`src/rtl/trap_csr_sequencer_if.sv`:
```
// rtl/trap_csr_sequencer_if.sv - CSR file read/write port shared by the sequencer
interface trap_csr_sequencer_if #(
    parameter int XLEN = 32
);
    logic            csr_write_enable;
    logic [11:0]     csr_write_address;
    logic [11:0]     csr_read_address;
    logic [XLEN-1:0] csr_write_data;
    logic [XLEN-1:0] csr_read_out;
    logic            csr_ready;

    modport master (
        output csr_write_enable,
        output csr_write_address,
        output csr_read_address,
        output csr_write_data,
        input  csr_read_out,
        input  csr_ready
    );

    modport slave (
        input  csr_write_enable,
        input  csr_write_address,
        input  csr_read_address,
        input  csr_write_data,
        output csr_read_out,
        output csr_ready
    );
endinterface

```
`src/rtl/trap_csr_sequencer.sv`:
```
// rtl/trap_csr_sequencer.sv - shares the CSR port between pipeline CSR ops and trap/mret sequencing
module trap_csr_sequencer #(
    parameter int          XLEN        = 32,
    parameter logic [11:0] MTVEC_ADDR  = 12'h305,
    parameter logic [11:0] MEPC_ADDR   = 12'h341,
    parameter logic [11:0] MCAUSE_ADDR = 12'h342
) (
    input  logic                 clk,
    input  logic                 reset,
    input  logic                 clk_enable,
    input  logic                 trap_request,
    input  logic [XLEN-1:0]      trap_pc,
    input  logic [XLEN-1:0]      trap_cause,
    input  logic                 mret_request,
    input  logic                 inst_csr_write_enable,
    input  logic [11:0]          inst_csr_address,
    input  logic [XLEN-1:0]      inst_csr_write_data,
    output logic                 inst_csr_ready,
    output logic [XLEN-1:0]      inst_csr_read_data,
    trap_csr_sequencer_if.master csr_if,
    output logic                 trap_busy,
    output logic                 pc_redirect,
    output logic [XLEN-1:0]      redirect_pc
);
    typedef enum logic [2:0] {
        IDLE, WR_MEPC, GAP, WR_MCAUSE, RD_ADDR, RD_WAIT, REDIRECT
    } state_e;

    typedef enum logic {
        KIND_TRAP, KIND_MRET
    } kind_e;

    localparam logic [XLEN-1:0] ALIGN_MASK = ~{{(XLEN-2){1'b0}}, 2'b11};

    state_e          state_q, state_d;
    kind_e           kind_q, kind_d;
    logic [XLEN-1:0] pc_l_q, pc_l_d;
    logic [XLEN-1:0] cause_l_q, cause_l_d;
    logic [XLEN-1:0] target_l_q, target_l_d;

    logic            we_c;
    logic [11:0]     waddr_c;
    logic [11:0]     raddr_c;
    logic [XLEN-1:0] wdata_c;

    always_ff @(posedge clk) begin
        if (reset) begin
            state_q    <= IDLE;
            kind_q     <= KIND_TRAP;
            pc_l_q     <= '0;
            cause_l_q  <= '0;
            target_l_q <= '0;
        end else if (clk_enable) begin
            state_q    <= state_d;
            kind_q     <= kind_d;
            pc_l_q     <= pc_l_d;
            cause_l_q  <= cause_l_d;
            target_l_q <= target_l_d;
        end
    end

    always_comb begin
        state_d            = state_q;
        kind_d             = kind_q;
        pc_l_d             = pc_l_q;
        cause_l_d          = cause_l_q;
        target_l_d         = target_l_q;
        we_c               = 1'b0;
        waddr_c            = '0;
        raddr_c            = '0;
        wdata_c            = '0;
        inst_csr_ready     = 1'b0;
        inst_csr_read_data = '0;

        case (state_q)
            IDLE: begin
                we_c               = inst_csr_write_enable;
                waddr_c            = inst_csr_address;
                raddr_c            = inst_csr_address;
                wdata_c            = inst_csr_write_data;
                inst_csr_ready     = csr_if.csr_ready;
                inst_csr_read_data = csr_if.csr_read_out;
                // Dropping enable on acceptance guarantees a fresh edge for the mepc write.
                if (trap_request) begin
                    we_c      = 1'b0;
                    pc_l_d    = trap_pc;
                    cause_l_d = trap_cause;
                    kind_d    = KIND_TRAP;
                    state_d   = WR_MEPC;
                end else if (mret_request) begin
                    we_c    = 1'b0;
                    kind_d  = KIND_MRET;
                    state_d = RD_ADDR;
                end
            end
            WR_MEPC: begin
                we_c    = 1'b1;
                waddr_c = MEPC_ADDR;
                wdata_c = pc_l_q;
                state_d = GAP;
            end
            GAP: begin
                state_d = WR_MCAUSE;
            end
            WR_MCAUSE: begin
                we_c    = 1'b1;
                waddr_c = MCAUSE_ADDR;
                wdata_c = cause_l_q;
                state_d = RD_ADDR;
            end
            RD_ADDR: begin
                raddr_c = (kind_q == KIND_TRAP) ? MTVEC_ADDR : MEPC_ADDR;
                state_d = RD_WAIT;
            end
            RD_WAIT: begin
                raddr_c = (kind_q == KIND_TRAP) ? MTVEC_ADDR : MEPC_ADDR;
                if (csr_if.csr_ready) begin
                    target_l_d = csr_if.csr_read_out & ALIGN_MASK;
                    state_d    = REDIRECT;
                end
            end
            REDIRECT: begin
                state_d = IDLE;
            end
            default: begin
                state_d = IDLE;
            end
        endcase

        if (reset) begin
            we_c = 1'b0;
        end
    end

    assign csr_if.csr_write_enable  = we_c;
    assign csr_if.csr_write_address = waddr_c;
    assign csr_if.csr_read_address  = raddr_c;
    assign csr_if.csr_write_data    = wdata_c;

    assign trap_busy   = (state_q != IDLE);
    assign pc_redirect = (state_q == REDIRECT);
    assign redirect_pc = target_l_q;
endmodule
```
`src/flat_wrapper.sv`:
```
// flat-port wrapper written by rule: the top's interface ports become plain ports
module trap_csr_sequencer_flat 
#(
    parameter int          XLEN        = 32,
    parameter logic [11:0] MTVEC_ADDR  = 12'h305,
    parameter logic [11:0] MEPC_ADDR   = 12'h341,
    parameter logic [11:0] MCAUSE_ADDR = 12'h342
)
  (clk, reset, clk_enable, trap_request, trap_pc, trap_cause, mret_request, inst_csr_write_enable, inst_csr_address, inst_csr_write_data, inst_csr_ready, inst_csr_read_data, trap_busy, pc_redirect, redirect_pc, csr_if_csr_write_enable, csr_if_csr_write_address, csr_if_csr_read_address, csr_if_csr_write_data, csr_if_csr_read_out, csr_if_csr_ready);
  trap_csr_sequencer_if #(.XLEN(XLEN)) csr_if_i ();
  input  logic clk;
  input  logic reset;
  input  logic clk_enable;
  input  logic trap_request;
  input  logic [XLEN-1:0] trap_pc;
  input  logic [XLEN-1:0] trap_cause;
  input  logic mret_request;
  input  logic inst_csr_write_enable;
  input  logic [11:0] inst_csr_address;
  input  logic [XLEN-1:0] inst_csr_write_data;
  output logic inst_csr_ready;
  output logic [XLEN-1:0] inst_csr_read_data;
  output logic trap_busy;
  output logic pc_redirect;
  output logic [XLEN-1:0] redirect_pc;
  output wire logic [$bits(csr_if_i.csr_write_enable)-1:0] csr_if_csr_write_enable;
  output wire logic [$bits(csr_if_i.csr_write_address)-1:0] csr_if_csr_write_address;
  output wire logic [$bits(csr_if_i.csr_read_address)-1:0] csr_if_csr_read_address;
  output wire logic [$bits(csr_if_i.csr_write_data)-1:0] csr_if_csr_write_data;
  input wire logic [$bits(csr_if_i.csr_read_out)-1:0] csr_if_csr_read_out;
  input wire logic [$bits(csr_if_i.csr_ready)-1:0] csr_if_csr_ready;
  assign csr_if_csr_write_enable = csr_if_i.csr_write_enable;
  assign csr_if_csr_write_address = csr_if_i.csr_write_address;
  assign csr_if_csr_read_address = csr_if_i.csr_read_address;
  assign csr_if_csr_write_data = csr_if_i.csr_write_data;
  assign csr_if_i.csr_read_out = csr_if_csr_read_out;
  assign csr_if_i.csr_ready = csr_if_csr_ready;
  trap_csr_sequencer #(.XLEN(XLEN), .MTVEC_ADDR(MTVEC_ADDR), .MEPC_ADDR(MEPC_ADDR), .MCAUSE_ADDR(MCAUSE_ADDR)) u_core (.clk(clk), .reset(reset), .clk_enable(clk_enable), .trap_request(trap_request), .trap_pc(trap_pc), .trap_cause(trap_cause), .mret_request(mret_request), .inst_csr_write_enable(inst_csr_write_enable), .inst_csr_address(inst_csr_address), .inst_csr_write_data(inst_csr_write_data), .inst_csr_ready(inst_csr_ready), .inst_csr_read_data(inst_csr_read_data), .csr_if(csr_if_i), .trap_busy(trap_busy), .pc_redirect(pc_redirect), .redirect_pc(redirect_pc));
endmodule
```
`config.mk`:
```
export PLATFORM = sky130hd
export DESIGN_NAME = trap_csr_sequencer_flat
export DESIGN_NICKNAME = d
export VERILOG_FILES = /design/src/rtl/trap_csr_sequencer_if.sv /design/src/rtl/trap_csr_sequencer.sv /design/src/flat_wrapper.sv
export SDC_FILE = /design/constraint.sdc
export NUM_CORES = 1
export LEC_CHECK = 0
export CORE_UTILIZATION = 36
export DETAILED_ROUTE_END_ITERATION = 7
export PLACE_DENSITY = 0.86
export REMOVE_ABC_BUFFERS = 1
export SLEW_MARGIN = 20
export SYNTH_ARGS = -nofsm -noshare
export SYNTH_HDL_FRONTEND = slang
export SYNTH_SLANG_ARGS = --single-unit
```
`constraint.sdc`:
```
create_clock -name clk -period 1.5 [get_ports clk]
set_input_delay 0.225 -clock clk [delete_from_list [all_inputs] [get_ports clk]]
set_output_delay 0.225 -clock clk [all_outputs]
set_load 0.05 [all_outputs]
```
# ---- Word-level counts from Yosys, hierarchy flattened
# Index checks and enable logic that the tools add are counted.
dict set report word_totals {
  regBits 98
  inputBits 147
  word_cells 38
}
dict set report op_classes {
  n_eq_ne 8
  n_mux 16
  n_reduce_logical 9
}
# cell n
set ops {}
lappend ops {{case mux 32 bit (3 select lines)} 1}
lappend ops {{case mux 12 bit (3 select lines)} 1}
lappend ops {{2-to-1 mux 32 bit} 1}
lappend ops {{case mux 12 bit (2 select lines)} 1}
lappend ops {{case mux 3 bit (6 select lines)} 1}
lappend ops {{AND reduction 3 bit} 4}
lappend ops {{equality test 3 bit (second input constant)} 3}
lappend ops {{2-to-1 mux 3 bit} 3}
lappend ops {{2-to-1 mux 7 bit} 1}
lappend ops {{equality test 3 x 2 -> 1 bit (second input constant)} 2}
lappend ops {{2-to-1 mux 1 bit} 6}
lappend ops {{OR reduction 2 bit} 2}
lappend ops {{equality test 3 x 1 -> 1 bit (second input constant)} 1}
lappend ops {{logical NOT 3 bit} 1}
lappend ops {{inequality test 3 bit (second input constant)} 1}
lappend ops {{nonzero test 3 bit} 1}
lappend ops {{inequality test 2 bit (second input constant)} 1}
lappend ops {{case mux 1 bit (2 select lines)} 1}
lappend ops {{nonzero test 2 bit} 1}

# ---- Depth between registers and ports, before layout
# Gate-level depths: netlist of the first run.
dict set report depth {
  word_depth 4
  ltp_mapped 7
  mapped_depth_nobuf 4
}

# ---- Worst setup path before layout of the first run
# No wires, ideal clock.
dict set report synth_path {
  path_kind {reg-to-output}
  start {reg u_core.state_q[1]}
  end {out pc_redirect}
  arrival_ps 2135
  required_ps 1275
  slack_ps -860
  stages_incl_launch_ff 6
  path_buffers 3
  path_cell_list {dfxtp_1 > buf_2 > buf_2 > clkbuf_1 > inv_1 > nor3_1}
}
dict set report synth_between {
  elab_chain_cells 1
}
# element line
set synth_rtl {}
lappend synth_rtl {{start, declared} trap_csr_sequencer.sv:35} ;# state_e state_q, state_d;
lappend synth_rtl {{start signal, assigned} trap_csr_sequencer.sv:54} ;# state_q <= state_d;
lappend synth_rtl {{equality test 3 bit} trap_csr_sequencer.sv:141} ;# assign pc_redirect = (state_q == REDIRECT);
lappend synth_rtl {{end, declared} flat_wrapper.sv:24} ;# output logic pc_redirect;
# Every way passes these cells.

# ---- Worst setup path after layout of the first run
dict set report layout_path {
  start {reg u_core.state_q[1]}
  end {out csr_if_csr_write_data[20]}
}
dict set report layout_between {
  elab_chain_cells 2
  word_cells_on_any_way 4
  classes_between {2 x eq/ne; 1 x mux; 1 x reduce/logical}
}
# element line
set layout_rtl {}
lappend layout_rtl {{equality test 3 x 2 -> 1 bit, or another cell as far along} trap_csr_sequencer.sv:75} ;# case (state_q)
lappend layout_rtl {{case mux 32 bit (3 select lines) *} trap_csr_sequencer.sv:75}
lappend layout_rtl {{end, declared} flat_wrapper.sv:29} ;# output wire logic [$bits(csr_if_i.csr_write_data)-1:0] csr_if_csr_write_data;
# Every way passes the cells marked *; elsewhere a longest branch is shown, timed or not.

==> results of run 1 <==
[stage by stage]
step           TNS, ns  worst slack [ns]  hold slack, ns  total power, mW  cells
2_1_floorplan  -402.13             -3.16           0.294             5.40    574
3_3_place_gp    -18.49            -0.232           0.458             8.35   1057
3_5_place_dp    -23.10            -0.267           0.465             8.42   1057
4_1_cts         -51.87            -0.471           0.129             12.3   1108
5_1_grt         -70.16            -0.630           0.180             13.7   1139
6_report        -63.33            -0.588           0.184             13.5   1139
[registers in the layout (all words and copies together), names as in the netlist]
name,flops
u_core.kind_q,1
u_core.cause_l_q,32
u_core.redirect_pc,30
u_core.state_q,3
u_core.pc_l_q,32
[power groups by stage]
stage	Clock [mW]	Combinational, mW	Sequential (mW)
global route	2.53	8.34	2.87
floorplan	0	2.47	2.93
detailed placement	0	5.57	2.85
finish	2.42	8.17	2.87
CTS	2.36	7.07	2.82
global placement	0	5.51	2.84
[what timing repair did]
| action | CTS | global route |
|---|---|---|
| gates resized for setup | 255 | 247 |
| endpoints found under the setup margin | 143 | 190 |
| pin swaps | 122 | 86 |
| setup buffers | 21 | 25 |
| cloned | 15 | 12 |
[routing by layer]
layer	vias up	wire length [um]	global-route usage
met3	185	3020	0.0618
met2	617	15100	0.575
met5	-	0	0
met1	3419	11400	0.370
met4	0	1890	0.133
li1	2964	-	-
[layout by cell type (no fill, tap or decap), types with 29 or more instances in the layout]
| cell | synthesis | routed |
|---|---|---|
| sky130_fd_sc_hd__nor2_2 | 0 | 29 |
| sky130_fd_sc_hd__dfxtp_1 | 98 | 95 |
| sky130_fd_sc_hd__o21ai_2 | 0 | 57 |
| sky130_fd_sc_hd__clkdlybuf4s50_1 | 0 | 145 |
| sky130_fd_sc_hd__a21oi_1 | 102 | 52 |
| sky130_fd_sc_hd__buf_12 | 0 | 105 |
| sky130_fd_sc_hd__buf_4 | 8 | 64 |
| sky130_fd_sc_hd__and2_4 | 0 | 41 |
| sky130_fd_sc_hd__a21oi_2 | 0 | 48 |
| sky130_fd_sc_hd__nand3_1 | 94 | 85 |
[kinds of logic after synthesis]
| group | Yosys count | synth area share |
|---|---|---|
| DFF | 98 | 0.390 |
| other | 1 | 0.000745 |
| AOI/OAI and AO/OA | 238 | 0.258 |
| muxes | 33 | 0.0738 |
| buffers and inverters | 87 | 0.0741 |
| and+or+nand+nor | 199 | 0.204 |
[final cells by class]
class / count / share of cell area
clock buffers: 12 / 0.0212
repair buffers: 373 / 0.443
multi-input cells: 472 / 0.340
inverters: 4 / 0.00322
flip-flops and latches: 98 / 0.169
well taps: 176 / 0.0189
clock inverters: 4 / 0.00441
[worst max-delay path by stage]
stage / startpoint / endpoint / slack, ns / depth (start not counted)
2_1_floorplan: u_core.state_q[2] / u_core.state_q[0] / -3.16 / 4
3_3_place_gp: csr_if_csr_ready / u_core.state_q[0] / -0.23 / 4
3_5_place_dp: clk_enable / u_core.redirect_pc[7] / -0.27 / 5
4_1_cts: u_core.state_q[1] / csr_if_csr_write_data[4] / -0.47 / 6
5_1_grt: u_core.state_q[1] / csr_if_csr_write_data[20] / -0.63 / 6
6_report: u_core.state_q[1] / csr_if_csr_write_data[20] / -0.59 / 6
==> results.md, run 1 <==
Run status:
- The flow ran to the end, but the final reports show violations.
- The checks that failed: setup timing.

Worst setup path:
- The endpoint of the worst-slack reg-to-reg timing path is u_core.state_q[0].
- Among cell families on the critical path, the largest total delay comes from buffers and inverters.
- The data arrival time of the critical path is 1.86 ns.
- The number of buffers and inverters on the critical path is 3.
- The signal on the critical path passes through buf_12 -> buf_12 -> mux2_2 -> a22oi_1 -> nor2_1 -> buf_12.
- The worst register-to-register path has a depth of 8.
- The setup path with the least slack is of type register to primary output.
- The startpoint of the most critical register-to-register path is u_core.state_q[1].
- By instance count, the cell type seen most on the critical path is sky130_fd_sc_hd__buf_12.
- The setup check on the worst reg-to-reg path leaves a slack of -0.46 ns.
- In this design, the stage delay of the slowest critical-path cell is 0.41 ns.
- The critical path capture point type is a primary output.
- The critical path startpoint category is a register.
- The cell with the largest stage delay on the worst path is sky130_fd_sc_hd__dfxtp_4.
- The largest fanout on the critical path is 7.
- The required arrival time at the worst endpoint is 1.27 ns.

Cells and area:
- The number of antenna diodes in the final layout is 0.
- In the final layout, the multi-input gates occupy 0.00396 mm^2.
- In the final layout, the share of cells above drive strength 1 is 0.555.
- From synthesis to final layout, the design area changed by 131%.
- After filler insertion, the fill cell instance count of the layout stands at 519.
- With fillers left out, the area of the finished cells amounts to 0.0116 mm^2.
- In the final layout, flip-flops and latches occupy 0.00197 mm^2.
- The number of nets in the layout is 1105.
- The share of the core filled with cells in the final layout is 0.866.

Worst hold path:
- The worst hold path was traced through 2 stages.
- The worst hold path belongs to the class primary input to register.
- The origin of the worst min-delay path is reset.
- The worst hold endpoint is u_core.cause_l_q[3].

Drt:
- The detailed router placed 7185 vias in this run.
- The number of routed nets with antenna violations is 0.
- The first routing iteration left 813 violations.
- In the routed layout, each cell is associated on average with a via count of 6.31.
- The DRC violations left is 0.
- The pre-antenna-repair detailed-routing pass consisted of 8 iterations.
- Wires add up to 31400 um.
- After detailed routing, the average wire length per cell comes to 27.6 um.

Placed design:
- The total placed instance area is 0.00880 mm^2.
- Detailed placement finished with a half-perimeter wire length of 13300 um.
- In this run the tool buffered the top-level ports with 268 buffer cells.
- At the end of routability-driven placement, the weighted congestion stood at 0.841.

Global routing:
- The wire length of the first global-routing pass is 36100 um.
- Entering global routing, the biggest net connects 65 pins.
- The number of global-route vias before repair is 6628.
- The overall fraction of global-route tracks in use is 0.321.
- The initial antenna violation count was 0.
- For this run the aggregate overflow at the end of global routing stands at 0.

Power and ir drop:
- Of the total power, combinational logic draws 0.607.
- The power share of the clock group is 0.179.
- The reported net switching power is 5.42 mW.
- The peak supply drop is 0.660 mV.
- For this design the static power due to leakage is 4.33 nW.
- The internal portion of the total power is 8.04 mW.
- The part of the power in registers is 0.213.
- The switching power as a share of total power is 0.403.
- The power per standard cell area is 1160 mW/mm^2.

Logic synthesis:
- The most used flip-flop cell after synthesis is sky130_fd_sc_hd__dfxtp_1.
- Synthesis produced a netlist whose cell count is 656.
- The share of async-settable or async-resettable flops after synthesis is 0.
- The synthesized design contains 98 register bits.
- The post-synthesis sequential area ratio is 0.390.
- The netlist area before placement is 0.00503 mm^2.
- The number of synthesized flops with an enable pin is 0.
- The average instance in the mapped netlist occupies 7.68 um^2.
- Sorting the synthesized cells by area gives the leading types as sky130_fd_sc_hd__dfxtp_1 (39%), sky130_fd_sc_hd__a21oi_1 (10%), sky130_fd_sc_hd__o21ai_0 (9.5%).
- Of all cell types, the one taking the most synthesized area is sky130_fd_sc_hd__dfxtp_1.
- The most numerous cell in the Yosys netlist is sky130_fd_sc_hd__a21oi_1.
- The count of warnings emitted by yosys is 0.
- The distinct cell type count after synthesis is 31.
- The area share of the leading cell type in the synthesized netlist is 0.390.
- Ranked by instance count, the synthesized netlist is headed by sky130_fd_sc_hd__a21oi_1 (102), sky130_fd_sc_hd__dfxtp_1 (98), sky130_fd_sc_hd__o21ai_0 (96).

Floorplan:
- The width of the die is 120 um.
- 271 I/O pins were placed.
- The floorplan row count is 42.
- The die covers 0.0145 mm^2.
- The floorplan core area is 0.0135 mm^2.
- For this configuration, the core starts out at a cell density of 0.374.
- The height of the die is 120 um.

Timing:
- The remaining max-slew budget at the tightest pin is 0.569.
- At the pin with the least slew margin, the transition time is 0.647 ns.
- The share of the clock period used by the worst path is 1.39.
- The number of pins with negative max-slew slack in the final report is 0.
- Setup slack on the critical path of the routed design comes to -0.588 ns.
- Setup repair after global routing could not meet its margin everywhere.
- Based on the critical path, the design can be clocked at up to 479 MHz.
- The clock skew is 0.00842 ns.
- The number of failing setup endpoints in the final timing report is 190.
- The count of endpoints failing hold in the final timing report is 0.
- The time the final worst path needs with I/O delays and setup is 2.09 ns.

Clock network:
- The insertion delay to the later sink of the worst-skew pair is 0.34 ns.
- The clock passes through at most 2 buffers.
- The number of hold-repair buffers added at the cts stage is 0.
- TritonCTS built the clock tree.
- Clock-pin slew was measured on the worst setup and hold paths at 0.07 ns.
- The clock root buffer is sky130_fd_sc_hd__clkbuf_16.
- In this run the number of H-tree levels came out at 3.
- For this design, the sink count on the clock tree is 98.
- Clock tree synthesis inserted a total of 9 buffers.

Job:
- The number of violations of the max-capacitance limit is 0.
Power figures use the tool's default switching activity.
==> run 2, diff against run 1 <==
--- a/config.mk
+++ b/config.mk
@@ -5,9 +5,10 @@
 export SDC_FILE = /design/constraint.sdc
 export NUM_CORES = 1
 export LEC_CHECK = 0
-export CORE_UTILIZATION = 36
+export CORE_UTILIZATION = 43
 export DETAILED_ROUTE_END_ITERATION = 7
-export PLACE_DENSITY = 0.86
+export DONT_BUFFER_PORTS = 1
+export PLACE_DENSITY = 0.68
 export REMOVE_ABC_BUFFERS = 1
 export SLEW_MARGIN = 20
 export SYNTH_ARGS = -nofsm -noshare
==> results.md, run 2 (same netlist as run 1, synthesis figures left out) <==
Worst setup path:
- For the worst setup path, the data required time is 1.27 ns.
- STA puts the critical path data arrival time at 1.75 ns.
- The critical path endpoint is csr_if_csr_write_data[16].
- Along the worst path, the maximum fanout reaches 6.
- The cell with the largest stage delay on the worst path is sky130_fd_sc_hd__dfxtp_4.
- Traced cell by cell, the critical path runs through buf_6 -> clkbuf_16 -> mux2_2 -> a22oi_2 -> nor2_1 -> buf_6.
- The startpoint identified for the worst register-to-register timing path is u_core.state_q[1].
- The cell type with the highest occurrence count on the critical path is sky130_fd_sc_hd__buf_6.
- The critical path is of the register to primary output type.
- For the worst flop-to-flop path, the logic depth is 7.
- The endpoint of the worst-slack reg-to-reg timing path is u_core.state_q[0].
- The first element of the critical path is u_core.state_q[1].
- On the worst path, the slowest cell contributes a delay of 0.39 ns.
- The critical path startpoint category is a register.
- STA classifies the critical path endpoint as a primary output.
- The setup slack of the most critical reg-to-reg path is -0.27 ns.

Power and ir drop:
- IR analysis of the VDD net gives a maximum drop of 0.879 mV.
- The completed layout was analyzed and its total power is 11.8 mW.
- Dividing total power by cell area gives a power density of 1330 mW/mm^2.
- For this design the static power due to leakage is 3.30 nW.

Timing:
- In the post-route analysis, the smallest setup slack over all paths is -0.478 ns.
- The time the final worst path needs with I/O delays and setup is 1.98 ns.
- The share of the clock period used by the worst path is 1.32.
- Setup violations remaining at the end of the flow were counted as 188.
- The count of endpoints failing hold in the final timing report is 70.
- The worst hold-check slack is -0.0502 ns.
- Static timing analysis puts the maximum clock frequency at 506 MHz.
- Setup repair after global routing could not meet its margin everywhere.
- Measured against its own limit, the worst slew margin works out to 0.636.
- At the pin with the least slew margin, the transition time is 0.532 ns.
- In the final timing run, aggregate negative setup slack is -43.44 ns.
- The clock skew is 0.00800 ns.
- The number of pins with negative max-slew slack in the final report is 0.

Clock network:
- After clock tree synthesis, the clock-pin slew on the worst setup and hold paths is 0.07 ns.
- The clock tree from TritonCTS is yes.
- Clock latency on the worst-skew pair, taken at its later pin, is 0.34 ns.
- For this design, the sink count on the clock tree is 98.
- The clock root buffer is sky130_fd_sc_hd__clkbuf_16.
- The number of buffers created by CTS is 9.
- No sink is reached through more buffers than the 2 on the longest clock path.
- The H-tree generated during clock tree synthesis spans 3 levels.

Cells and area:
- At the end of the flow the core is filled with cells to 0.773.
- In the final layout, the share of cells above drive strength 1 is 0.533.
- The finished cells cover 0.00883 mm^2.
- The number of antenna diodes in the final layout is 0.
- After filler insertion, the fill cell instance count of the layout stands at 684.
- The synthesis-to-layout area growth is 75.3%.
- The number of nets in the layout is 919.
- The most common cell after layout, fill and taps aside is sky130_fd_sc_hd__dfxtp_1.
- In the layout the commonest cells are sky130_fd_sc_hd__dfxtp_1 (95), sky130_fd_sc_hd__nand3_1 (80), sky130_fd_sc_hd__a21oi_1 (75), sky130_fd_sc_hd__buf_12 (58), sky130_fd_sc_hd__buf_4 (51).

Drt:
- The detailed-routing iteration count for the pre-antenna-repair pass is 5.
- The ratio of routed vias to standard cells is 6.42.
- The violation count after the first detailed-route iteration is 727.
- The DRC violations left is 0.
- The total detailed-routing wirelength is 22400 um.
- The total via count in the routed design is 5905.
- Once detail routing completed, the nets flagged for antenna violations numbered 0.
- After detailed routing, the average wire length per cell comes to 24.3 um.

Floorplan:
- The floorplan step defined a die boundary enclosing 0.0121 mm^2.
- In this run the vertical extent of the chip is 110 um.
- The width of the die is 110 um.
- During I/O placement, the number of pins put on the boundary was 271.
- The initial utilization of the core area, before any placement, comes to 0.441.
- The floorplan has 39 rows.
- The floorplan core area is 0.0114 mm^2.

Placed design:
- During placement, the flow inserted port buffers numbering 0.
- After legalization and detailed placement, the total HPWL measured 11300 um.
- The total placed instance area is 0.00653 mm^2.
- Routability-driven placement finished with a final weighted congestion of 0.760.

Run status:
- The final reports fail on hold timing, setup timing.
- The flow ran to the end, but the final reports show violations.

Worst hold path:
- In this run the most critical hold path is launched from reset.
- In this run the worst hold path is classified as primary input to register.

Job:
- Across the run, the number of max-cap violations was 0.

Global routing:
- The wire length of the first global-routing pass is 25700 um.
- Entering global routing, the biggest net connects 101 pins.
- The initial antenna violation count is 0.
- The number of global-route vias before repair came to 5155.
- The overall fraction of global-route tracks in use is 0.277.
- Global routing finished with a remaining overflow of 0.
==> run 2: per-stage QoR <==
step / setup slack (ns) / std cells
2_1_floorplan: -3.16 / 574
3_3_place_gp: -0.0777 / 853
3_5_place_dp: -0.0833 / 853
4_1_cts: -0.400 / 885
5_1_grt: -0.531 / 920
6_report: -0.478 / 920
==> run 2: area by class of cell <==
type	instances	area, um^2	area share
repair buffers	187	2750	0.312
clock buffers	10	239	0.0271
clock inverters	6	93.8	0.0106
multi-input cells	472	3560	0.403
inverters	4	35.0	0.00397
well taps	143	179	0.0203
flip-flops and latches	98	1970	0.224
==> run 2: worst min-delay path by stage <==
stage	endpoint	slack [ns]	cells past startpoint
6_report	u_core.redirect_pc[28]	-0.05	1
5_1_grt	u_core.redirect_pc[28]	-0.07	1
4_1_cts	u_core.redirect_pc[20]	-0.06	1
3_5_place_dp	u_core.redirect_pc[20]	0.31	1
3_3_place_gp	u_core.state_q[2]	0.30	1
2_1_floorplan	u_core.cause_l_q[0]	0.29	1
==> run 2: timing repair <==
action                                  in CTS  in global routing
endpoints found under the setup margin     149                187
gates cloned                                 8                 17
setup buffers                                9                 18
pin swaps                                    7                 42
endpoints found under the hold margin       97                 97
gates resized for setup                    144                248
==> run 2: routing by layer <==
| layer | track usage | vias up | routed length [um] |
|---|---|---|---|
| met5 | 0 | - | 0 |
| met4 | 0.117 | 0 | 813 |
| met3 | 0.0435 | 73 | 1680 |
| met2 | 0.502 | 347 | 11300 |
| met1 | 0.323 | 2908 | 8560 |
| li1 | - | 2577 | - |
==> run 2: where the power goes <==
part	switching (mW)	internal, mW	total [mW]
Combinational	3.52	2.83	6.35
Clock	1.04	1.53	2.57
Sequential	0.105	2.73	2.83
Total	4.67	7.08	11.8
==> run 2: critical path, delay by kind of cell, from the launching register on <==
kind / cells / cell delay, ns
AOI/OAI and AO/OA: 1 / 0.13
buffers and inverters: 3 / 0.44
DFF: 1 / 0.39
muxes: 1 / 0.37
and+or+nand+nor: 1 / 0.08
